**config.mk**
```make
export PLATFORM = sky130hd
export DESIGN_NAME = trap_ctrl
export DESIGN_NICKNAME = d
export VERILOG_FILES = /design/src/rtl/trap_ctrl_pkg.sv /design/src/rtl/trap_ctrl_csr_file.sv /design/src/rtl/trap_ctrl.sv
export SDC_FILE = /design/constraint.sdc
export NUM_CORES = 1
export LEC_CHECK = 0
export BUFFER_PORTS_ARGS = -buffer_cell sky130_fd_sc_hd__buf_2
export CORE_MARGIN = 2
export CORE_UTILIZATION = 40
export CTS_BUF_LIST = sky130_fd_sc_hd__clkbuf_4 sky130_fd_sc_hd__clkbuf_8
export DETAILED_ROUTE_END_ITERATION = 10
export SYNTH_ARGS = -nofsm -noshare
export SYNTH_HDL_FRONTEND = slang
export SYNTH_SLANG_ARGS = --single-unit
```
**constraint.sdc**
```tcl
create_clock -name I_clk -period 2.08 [get_ports I_clk]
set_input_delay 0.208 -clock I_clk [delete_from_list [all_inputs] [get_ports I_clk]]
set_output_delay 0.208 -clock I_clk [all_outputs]
set_load 0.01 [all_outputs]
```
**src/rtl/trap_ctrl_pkg.sv**
```systemverilog
`default_nettype none
// ============================================================================
// Module      : trap_ctrl_pkg
// Description : Shared constants, state encodings and request decode for the
//               machine-mode trap controller.
// Revision    : 1.0 - initial release
// ============================================================================
package trap_ctrl_pkg;

    localparam logic [11:0] c_csr_mstatus = 12'h300;
    localparam logic [11:0] c_csr_mtvec   = 12'h305;
    localparam logic [11:0] c_csr_mepc    = 12'h341;
    localparam logic [11:0] c_csr_mcause  = 12'h342;

    localparam int c_mcause_ecall_m   = 11;
    localparam int c_mcause_breakpoint = 3;

    localparam int c_except_w    = 3;
    localparam int c_excpt_ecall  = 0;
    localparam int c_excpt_ebreak = 1;
    localparam int c_excpt_mret   = 2;

    localparam int c_mstatus_mie    = 3;
    localparam int c_mstatus_mpie   = 7;
    localparam int c_mstatus_mpp_lo = 11;
    localparam int c_mstatus_mpp_hi = 12;

    typedef enum logic [1:0] {
        ST_IDLE     = 2'd0,
        ST_UPDATE   = 2'd1,
        ST_REDIRECT = 2'd2,
        ST_HALT     = 2'd3
    } state_t;

    typedef enum logic [1:0] {
        KIND_ECALL  = 2'd0,
        KIND_EBREAK = 2'd1,
        KIND_MRET   = 2'd2
    } kind_t;

    // Fixed priority ECALL > EBREAK > MRET; caller guarantees a nonzero vector.
    function automatic kind_t decode_kind(input logic [c_except_w-1:0] except_vec);
        if (except_vec[c_excpt_ecall]) begin
            return KIND_ECALL;
        end else if (except_vec[c_excpt_ebreak]) begin
            return KIND_EBREAK;
        end else begin
            return KIND_MRET;
        end
    endfunction

endpackage
`default_nettype wire

```
**src/rtl/trap_ctrl_csr_file.sv**
```systemverilog
`default_nettype none
// ============================================================================
// Module      : trap_ctrl_csr_file
// Description : mstatus/mtvec/mepc/mcause registers, combinational read mux and
//               merge of EX-stage writes with trap/MRET updates.
// Revision    : 1.0 - initial release
// ============================================================================
module trap_ctrl_csr_file
    import trap_ctrl_pkg::*;
#(
    parameter int              XLEN        = 32,
    parameter logic [XLEN-1:0] MSTATUS_RST = 32'h0000_1800
) (
    input  logic            clk,
    input  logic            rst,
    input  logic            i_trap_we,
    input  logic            i_mret_we,
    input  logic [XLEN-1:0] i_trap_pc,
    input  logic [XLEN-1:0] i_trap_cause,
    input  logic            i_ex_we,
    input  logic [11:0]     i_ex_waddr,
    input  logic [XLEN-1:0] i_ex_wdata,
    input  logic [11:0]     i_raddr,
    output logic [XLEN-1:0] o_rdata,
    output logic [XLEN-1:0] o_mtvec_base,
    output logic [XLEN-1:0] o_mepc
);

    localparam logic [XLEN-1:0] c_align_mask = {{(XLEN-2){1'b1}}, 2'b00};

    logic [XLEN-1:0] r_mstatus, r_mtvec, r_mepc, r_mcause;
    logic [XLEN-1:0] w_mstatus_d, w_mtvec_d, w_mepc_d, w_mcause_d;

    // EX write first; a trap/MRET update then overrides any register it owns.
    always_comb begin
        w_mstatus_d = r_mstatus;
        w_mtvec_d   = r_mtvec;
        w_mepc_d    = r_mepc;
        w_mcause_d  = r_mcause;
        if (i_ex_we) begin
            case (i_ex_waddr)
                c_csr_mstatus: w_mstatus_d = i_ex_wdata;
                c_csr_mtvec:   w_mtvec_d   = i_ex_wdata;
                c_csr_mepc:    w_mepc_d    = i_ex_wdata & c_align_mask;
                c_csr_mcause:  w_mcause_d  = i_ex_wdata;
                default: ;
            endcase
        end
        if (i_trap_we) begin
            w_mepc_d    = i_trap_pc & c_align_mask;
            w_mcause_d  = i_trap_cause;
            w_mstatus_d = r_mstatus;
            w_mstatus_d[c_mstatus_mpie] = r_mstatus[c_mstatus_mie];
            w_mstatus_d[c_mstatus_mie]  = 1'b0;
            w_mstatus_d[c_mstatus_mpp_hi:c_mstatus_mpp_lo] = 2'b11;
        end else if (i_mret_we) begin
            w_mstatus_d = r_mstatus;
            w_mstatus_d[c_mstatus_mie]  = r_mstatus[c_mstatus_mpie];
            w_mstatus_d[c_mstatus_mpie] = 1'b1;
            w_mstatus_d[c_mstatus_mpp_hi:c_mstatus_mpp_lo] = 2'b11;
        end
    end

    always_ff @(posedge clk) begin
        if (rst) begin
            r_mstatus <= MSTATUS_RST;
            r_mtvec   <= '0;
            r_mepc    <= '0;
            r_mcause  <= '0;
        end else begin
            r_mstatus <= w_mstatus_d;
            r_mtvec   <= w_mtvec_d;
            r_mepc    <= w_mepc_d;
            r_mcause  <= w_mcause_d;
        end
    end

    always_comb begin
        o_rdata = '0;
        case (i_raddr)
            c_csr_mstatus: o_rdata = r_mstatus;
            c_csr_mtvec:   o_rdata = r_mtvec;
            c_csr_mepc:    o_rdata = r_mepc;
            c_csr_mcause:  o_rdata = r_mcause;
            default:       o_rdata = '0;
        endcase
    end

    assign o_mtvec_base = r_mtvec & c_align_mask;
    assign o_mepc       = r_mepc;

endmodule
`default_nettype wire

```
**src/rtl/trap_ctrl.sv**
```systemverilog
`default_nettype none
// ============================================================================
// Module      : trap_ctrl
// Description : M-mode trap controller: accepts ECALL/EBREAK/MRET from commit,
//               updates trap CSRs and issues a one-cycle flush with redirect PC.
//               Option macro TRAP_EBREAK_HALT_EN turns EBREAK into a halt.
// Revision    : 1.0 - initial release
// ============================================================================
module trap_ctrl
    import trap_ctrl_pkg::*;
#(
    parameter int              XLEN        = 32,
    parameter logic [XLEN-1:0] MSTATUS_RST = 32'h0000_1800
) (
    input  logic                  I_clk,
    input  logic                  I_rst,
    input  logic                  I_valid,
    output logic                  O_ready,
    input  logic [c_except_w-1:0] I_except,
    input  logic [XLEN-1:0]       I_pc,
    input  logic [XLEN-1:0]       I_a0,
    input  logic                  I_csr_we,
    input  logic [11:0]           I_csr_waddr,
    input  logic [XLEN-1:0]       I_csr_wdata,
    input  logic [11:0]           I_csr_raddr,
    output logic [XLEN-1:0]       O_csr_rdata,
    output logic                  O_flush,
    output logic [XLEN-1:0]       O_redirect_pc,
    output logic                  O_halt,
    output logic [XLEN-1:0]       O_halt_code
);

    state_t          r_state;
    kind_t           r_kind;
    logic [XLEN-1:0] r_pc;

    logic            w_accept;
    kind_t           w_req_kind;
    logic            w_trap_we;
    logic            w_mret_we;
    logic [XLEN-1:0] w_trap_cause;
    logic [XLEN-1:0] w_mtvec_base;
    logic [XLEN-1:0] w_mepc;

    assign O_ready    = (r_state == ST_IDLE);
    assign w_accept   = O_ready && I_valid && (I_except != '0);
    assign w_req_kind = decode_kind(I_except);

    always_ff @(posedge I_clk) begin
        if (I_rst) begin
            r_state <= ST_IDLE;
            r_kind  <= KIND_ECALL;
            r_pc    <= '0;
        end else begin
            case (r_state)
                ST_IDLE: begin
                    if (w_accept) begin
                        r_kind  <= w_req_kind;
                        r_pc    <= I_pc;
`ifdef TRAP_EBREAK_HALT_EN
                        r_state <= (w_req_kind == KIND_EBREAK) ? ST_HALT : ST_UPDATE;
`else
                        r_state <= ST_UPDATE;
`endif
                    end
                end
                ST_UPDATE:   r_state <= ST_REDIRECT;
                ST_REDIRECT: r_state <= ST_IDLE;
                ST_HALT:     r_state <= ST_HALT;
                default:     r_state <= ST_IDLE;
            endcase
        end
    end

    assign w_trap_we    = (r_state == ST_UPDATE) && (r_kind != KIND_MRET);
    assign w_mret_we    = (r_state == ST_UPDATE) && (r_kind == KIND_MRET);
    assign w_trap_cause = (r_kind == KIND_ECALL) ? XLEN'(c_mcause_ecall_m)
                                                 : XLEN'(c_mcause_breakpoint);

    trap_ctrl_csr_file #(
        .XLEN        (XLEN),
        .MSTATUS_RST (MSTATUS_RST)
    ) u_csr_file (
        .clk          (I_clk),
        .rst          (I_rst),
        .i_trap_we    (w_trap_we),
        .i_mret_we    (w_mret_we),
        .i_trap_pc    (r_pc),
        .i_trap_cause (w_trap_cause),
        .i_ex_we      (I_csr_we),
        .i_ex_waddr   (I_csr_waddr),
        .i_ex_wdata   (I_csr_wdata),
        .i_raddr      (I_csr_raddr),
        .o_rdata      (O_csr_rdata),
        .o_mtvec_base (w_mtvec_base),
        .o_mepc       (w_mepc)
    );

    // Registers already hold the UPDATE-cycle results by the time REDIRECT runs.
    assign O_flush       = (r_state == ST_REDIRECT);
    assign O_redirect_pc = !O_flush               ? '0
                         : (r_kind == KIND_MRET)  ? w_mepc
                         :                          w_mtvec_base;

`ifdef TRAP_EBREAK_HALT_EN
    logic            r_halt;
    logic [XLEN-1:0] r_halt_code;

    always_ff @(posedge I_clk) begin
        if (I_rst) begin
            r_halt      <= 1'b0;
            r_halt_code <= '0;
        end else if (w_accept && (w_req_kind == KIND_EBREAK)) begin
            r_halt      <= 1'b1;
            r_halt_code <= I_a0;
        end
    end

    assign O_halt      = r_halt;
    assign O_halt_code = r_halt_code;
`else
    logic w_unused_a0;
    assign w_unused_a0 = ^I_a0;
    assign O_halt      = 1'b0;
    assign O_halt_code = '0;
`endif

endmodule
`default_nettype wire

```
==> results.json, run 1 <==
{
  "status": "finished, final reports clean",
  "ys_seq_area_frac": 0.413,
  "grt_pass1_vias": 7028,
  "slew_headroom": 0.393,
  "synth_area_per_cell_um2": 7.46,
  "critPathRequiredTime_ns": 1.87,
  "area.growth.synth_to_final_pct": 21.6,
  "ant_nets": 0,
  "postCtsSetupBuffers": 0,
  "synth.area.top_cells": "dfxtp_1 (41%), nand2_1 (18%), a21oi_1 (7.4%)",
  "fmax_mhz": 498,
  "initial_core_util": 0.411,
  "power_density_mw_per_mm2": 861,
  "drcViolationCount": 0,
  "grt_max_degree": 84,
  "synth_top_area_share": 0.413,
  "grt_overflow": 0,
  "synth.largest_area_cell": "dfxtp_1",
  "synth_seq_cells": 160,
  "synth_cell_types": 45,
  "clk_pin_slew_ns": 0.08,
  "vias": 7742,
  "yosysWarnings": 0,
  "htreeDepth": 4,
  "final_cell_mix": "nand2_1 (373), dfxtp_1 (160), buf_2 (155)",
  "synth_area_mm2": 0.00776,
  "slew_violations": 0,
  "hold_class": "in2reg",
  "skew_ns": 0.0158,
  "final_cells": 1460,
  "fillers": 1922,
  "worstSetupPathType": "reg2out",
  "grt_util_all_layers": 0.240,
  "viasPerCell": 5.30,
  "cts_tree": "done",
  "avgRoutedWirePerCell_um": 16.9,
  "cts_sinks": 160,
  "synth_edf_count": 0,
  "ir_drop_mv": 0.683,
  "drt_pass1_iterations": 5,
  "synth-async-reset-ratio": 0,
  "drive_above_1_share": 0.209,
  "antenna_found_initial": 1,
  "placed_cell_area_mm2": 0.00875,
  "place_ws_ns": 0.228,
  "coreArea_mm2": 0.0189,
  "place_hpwl_um": 15900,
  "cp_max_fo": 15,
  "synth_cells": 1040,
  "grt_first_pass_wirelength_um": 38300,
  "cts_root_buffer": "clkbuf_8",
  "drt_first_iter_violations": 559,
  "hold_violations": 0,
  "rsz0062_at_grt": "no",
  "p_leak_nw": 3.43,
  "fin_setup_tns_ns": 0,
  "worst_pin_slew_ns": 0.908,
  "arrival_ns": 1.80,
  "end_kind": "output pin",
  "total_power_mw": 8.12,
  "crit_path_start_kind": "flop",
  "dp_cells": 1402,
  "wirelength_um": 24700,
  "io_pins": 226,
  "fin_nets": 1318,
  "cts_made_buffers": 17,
  "die-area_mm2": 0.0205,
  "clk_path_buf_depth": 2,
  "die_h_um": 143,
  "final_common_cell": "nand2_1",
  "finalSetupViolations": 0,
  "gp_congestion": 0.837,
  "std_cell_rows": 50,
  "setup_ws_ns": 0.0734,
  "ys.flop_type": "dfxtp_1",
  "chipWidth_um": 143,
  "fin_area_mm2": 0.00943,
  "insertion_delay_ns": 0.46,
  "fin_crit_sh": 0.965,
  "maxCapViolCount": 0,
  "post-route-min-period_ns": 2.01,
  "port_buffers": 156
}
-- Yosys cell counts, types with 2 or more instances --
library cell,instances
a211oi_1,2
a21boi_0,30
a21oi_1,114
a21oi_2,10
a22oi_1,32
a311oi_1,30
a31oi_1,2
a32oi_1,17
and2_1,2
and4_1,5
and4bb_1,2
buf_2,25
buf_4,39
buf_6,5
clkbuf_1,55
dfxtp_1,160
ha_1,4
inv_1,5
mux2i_1,3
nand2_1,374
nand2_2,10
nand3_1,15
nand4_1,5
nor2_1,37
nor2b_1,2
nor3_1,3
nor3b_1,4
o211ai_1,13
o21ai_1,19
-- routing by layer --
metal  track usage  share of wire  up-vias
met5             0              0        -
met4        0.0795          0.018        0
li1              -              -     3764
met1         0.326           0.46     3638
met3        0.0412          0.068       33
met2         0.387           0.46      307
-- cells by family (layout without fill, tap and decap cells) --
logic type	count (synthesis)	in the layout	share of synthesized area
flops	160	160	0.413
other cells	1	36	0.000483
buf+inv	130	255	0.0927
mux	3	3	0.00387
simple gates	467	467	0.250
fa+ha+maj	4	4	0.00645
compound gates	275	275	0.234
-- worst paths after layout --
path / from / cells after the start / slack (ns) / endpoint
worst max-delay path: r_kind[0] / 5 / 0.07 / O_redirect_pc[12]
worst min-delay path: I_pc[28] / 3 / 0.02 / r_pc[28]
worst max register to register: r_state[1] / 6 / 0.28 / u_csr_file.r_mcause[24]
worst min register to register: u_csr_file.r_mstatus[15] / 2 / 0.45 / u_csr_file.r_mstatus[15]
-- sequential cells by signal, indices dropped and copies added, names as in the netlist --
register and cells:
u_csr_file.r_mcause 32, u_csr_file.o_mepc 30, r_kind 2, r_pc 30
r_state 2, u_csr_file.r_mtvec 32, u_csr_file.r_mstatus 32
-- worst max-delay path: stages, from the launching register on --
cell      delay [ns]
dfxtp_1         0.40
nand2b_1        0.21
buf_6           0.21
nand2_1         0.07
a21boi_0        0.26
buf_2           0.19
-- repair_timing --
| action | 4_1_cts | 5_1_grt |
|---|---|---|
| endpoints found under the setup margin | 3 | 7 |
| hold buffers | 26 | 0 |
| gates resized for setup | 3 | 4 |
| endpoints found under the hold margin | 27 | 0 |
-- power by group --
group	internal, mW	switching, mW	total [mW]
Clock	1.20	1.16	2.36
Combinational	0.775	1.20	1.97
Sequential	3.48	0.313	3.79
Total	5.45	2.67	8.12
-- area by class of cell --
type                    instances  area, um2  share of cell area
multi-input cells             784       3980               0.422
diodes                          1       2.50            0.000265
flip-flops and latches        160       3200               0.340
clock inverters                 8        106              0.0113
inverters                       5       18.8             0.00199
well taps                     260        325              0.0345
repair buffers                219       1500               0.159
clock buffers                  23        298              0.0316
-- metrics by stage --
step | utilization | hold slack, ns
final | 0.499 | 0.0241
after global routing | 0.499 | 0.00398
after CTS | 0.499 | 0.00165
after detailed placement | 0.463 | 0.443
after global placement | 0.463 | 0.438
after floorplan | - | 0.333
(Power assumes the default switching activity.)
==> run 2: changes to the inputs <==
Settings changed: ABC_AREA set to 1.
==> results.json, run 2 <==
{
  "status": "finished, final reports clean",
  "fin_crit_sh": 0.956,
  "synth_xor_area_frac": 0,
  "worstSetupPathType": "reg2out",
  "place_hpwl_um": 17200,
  "chipWidth_um": 147,
  "drt_first_iter_violations": 761,
  "r2r_start": "r_state[1]",
  "total_power_mw": 8.25,
  "r2r_slack_ns": 0.29,
  "cts_sinks": 160,
  "clk_pin_slew_ns": 0.08,
  "gp_congestion": 0.822,
  "cts_root_buffer": "clkbuf_8",
  "slew_violations": 0,
  "cts_made_buffers": 17,
  "drcViolationCount": 0,
  "finalSetupViolations": 0,
  "crit_path_start_kind": "flop",
  "synth_area_per_cell_um2": 6.46,
  "std_cell_rows": 52,
  "synth_cell_types": 27,
  "fmax_mhz": 503,
  "reg_top3": "u_csr_file.r_mcause: 32 flops, u_csr_file.r_mstatus: 32 flops, u_csr_file.r_mtvec: 32 flops",
  "area.growth.synth_to_final_pct": 18.3,
  "synth_edf_count": 0,
  "postCtsSetupBuffers": 0,
  "final_common_cell": "nor2_1",
  "antenna_found_initial": 0,
  "avgRoutedWirePerCell_um": 16.0,
  "skew_ns": 0.00982,
  "arrival_ns": 1.78,
  "synth_top_family_by_area": "simple AND/OR/NAND/NOR gates",
  "ir_drop_mv": 0.482,
  "maxCapViolCount": 0,
  "fin_nets": 1528,
  "initial_core_util": 0.407,
  "fillers": 2157,
  "grt_overflow": 0,
  "utilization": 0.481,
  "viasPerCell": 5.15,
  "cp_max_fo": 20,
  "placed_cell_area_mm2": 0.00923,
  "post-route-min-period_ns": 1.99,
  "ys_seq_area_frac": 0.389,
  "drive_above_1_share": 0.170,
  "synth_top_area_share": 0.389,
  "synthAdderAreaFrac": 0.00608,
  "multi_input_comb_area_mm2": 0.00428,
  "combPwrFrac": 0.291,
  "yosysMostFrequentCell": "nor2_1",
  "cts_tree": "done",
  "yosysWarnings": 0,
  "p_switching_mw": 2.93,
  "rsz0062_at_grt": "no",
  "die-area_mm2": 0.0217,
  "synth-async-reset-ratio": 0,
  "synth.area.top_cells": "dfxtp_1 (39%), nor2_1 (12%), nand3_1 (12%)",
  "synth_area_mm2": 0.00823,
  "drt_pass1_iterations": 5,
  "whs_path_depth": 3,
  "synth_cells": 1273,
  "synth_compound_area_frac": 0.105,
  "synthSimpleGateAreaFrac": 0.386,
  "critPathRequiredTime_ns": 1.87,
  "p_leak_nw": 4.36,
  "wirelength_um": 26800,
  "synth_seq_cells": 160,
  "port_buffers": 156,
  "fin_setup_tns_ns": 0,
  "worst_pin_slew_ns": 0.765,
  "grt_pass1_vias": 7506,
  "timing.hold.ws_ns": 0.0201,
  "final_cell_mix": "nor2_1 (257), nand2_1 (227), nand3_1 (191)",
  "ys.flop_type": "dfxtp_1",
  "hold_violations": 0,
  "reg2regPathDepth": 7,
  "slew_headroom": 0.490,
  "coreArea_mm2": 0.0202,
  "swShare": 0.356,
  "grt_util_all_layers": 0.243,
  "regArea_mm2": 0.00320,
  "power_density_mw_per_mm2": 847,
  "num_antenna_cells": 0,
  "crit_path_start": "r_kind[0]",
  "synth.largest_area_cell": "dfxtp_1",
  "insertion_delay_ns": 0.44,
  "synth_common_cells": "nor2_1 (261), nand2_1 (229), nand3_1 (192)",
  "ant_nets": 0,
  "fin_area_mm2": 0.00973,
  "grt_max_degree": 65,
  "end_kind": "output pin",
  "power_frac_clock": 0.271,
  "min-delay-start": "I_pc[21]",
  "hold_class": "in2reg",
  "timing.rr.end": "u_csr_file.o_mepc[26]",
  "synth_mux_area_frac": 0,
  "intPower_mw": 5.31,
  "vias": 8638,
  "clk_path_buf_depth": 2,
  "die_h_um": 147,
  "grt_first_pass_wirelength_um": 41600,
  "power_frac_seq": 0.438,
  "htreeDepth": 4,
  "min_to": "r_pc[21]",
  "io_pins": 226
}
==> run 2: changes by cell type after synthesis, moves of 49 or more <==
cell,change
nand2_1,-145
a21oi_1,-49
nand3_1,+177
o21ai_0,+99
inv_1,+59
nor2_1,+224
==> run 2: kinds of logic (layout without fill, tap and decap cells) <==
logic type / Yosys count / after routing
adders and majority gates: 4 / 4
DFF: 160 / 160
AOI/OAI and AO/OA: 170 / 170
buffers and inverters: 198 / 298
and+or+nand+nor: 740 / 740
other: 1 / 35
==> run 2: layer usage <==
metal,GRT usage,part of all wire
met5,0,0
met4,0.0500,0.010
met3,0.0435,0.084
met2,0.365,0.43
met1,0.364,0.48
==> run 2: through the flow <==
stage	worst slack [ns]	std cells
2_1_floorplan	0.611	1307
3_3_place_gp	0.284	1638
3_5_place_dp	0.280	1638
4_1_cts	0.00944	1676
5_1_grt	0.0177	1677
6_report	0.0908	1677
==> run 2: repair_timing <==
item,CTS,global route
setup endpoints to repair,0,15
hold buffers,9,0
resized for setup,0,7
endpoints found under the hold margin,9,0
==> run 2: critical path, cell delays in order, from the launching register on <==
cell	delay, ns
dfxtp_1	0.32
inv_1	0.09
nand2_2	0.12
inv_1	0.13
buf_8	0.21
nor2_1	0.06
nor2_1	0.23
buf_2	0.19
==> run 2: how the worst max path moves through the flow <==
stage	end	slack, ns	cells after the start
finish	O_redirect_pc[12]	0.09	7
global route	O_redirect_pc[24]	0.02	7
CTS	O_redirect_pc[12]	0.009	7
detailed placement	O_csr_rdata[12]	0.28	8
global placement	O_csr_rdata[12]	0.28	8
floorplan	O_csr_rdata[10]	0.61	7
==> run 2: cell type report <==
type | instances | area share
clock buffers | 22 | 0.0285
repair buffers | 204 | 0.134
well taps | 270 | 0.0347
inverters | 65 | 0.0251
multi-input cells | 949 | 0.439
clock inverters | 7 | 0.00913
flip-flops and latches | 160 | 0.329
==> run 2: power groups by stage <==
stage | sequential, mW | combinational (mW) | clock, mW
global placement | 3.67 | 2.27 | 0
floorplan | 3.61 | 1.63 | 0
global route | 3.66 | 2.66 | 2.41
detailed placement | 3.68 | 2.30 | 0
finish | 3.62 | 2.40 | 2.23
CTS | 3.61 | 2.32 | 2.28
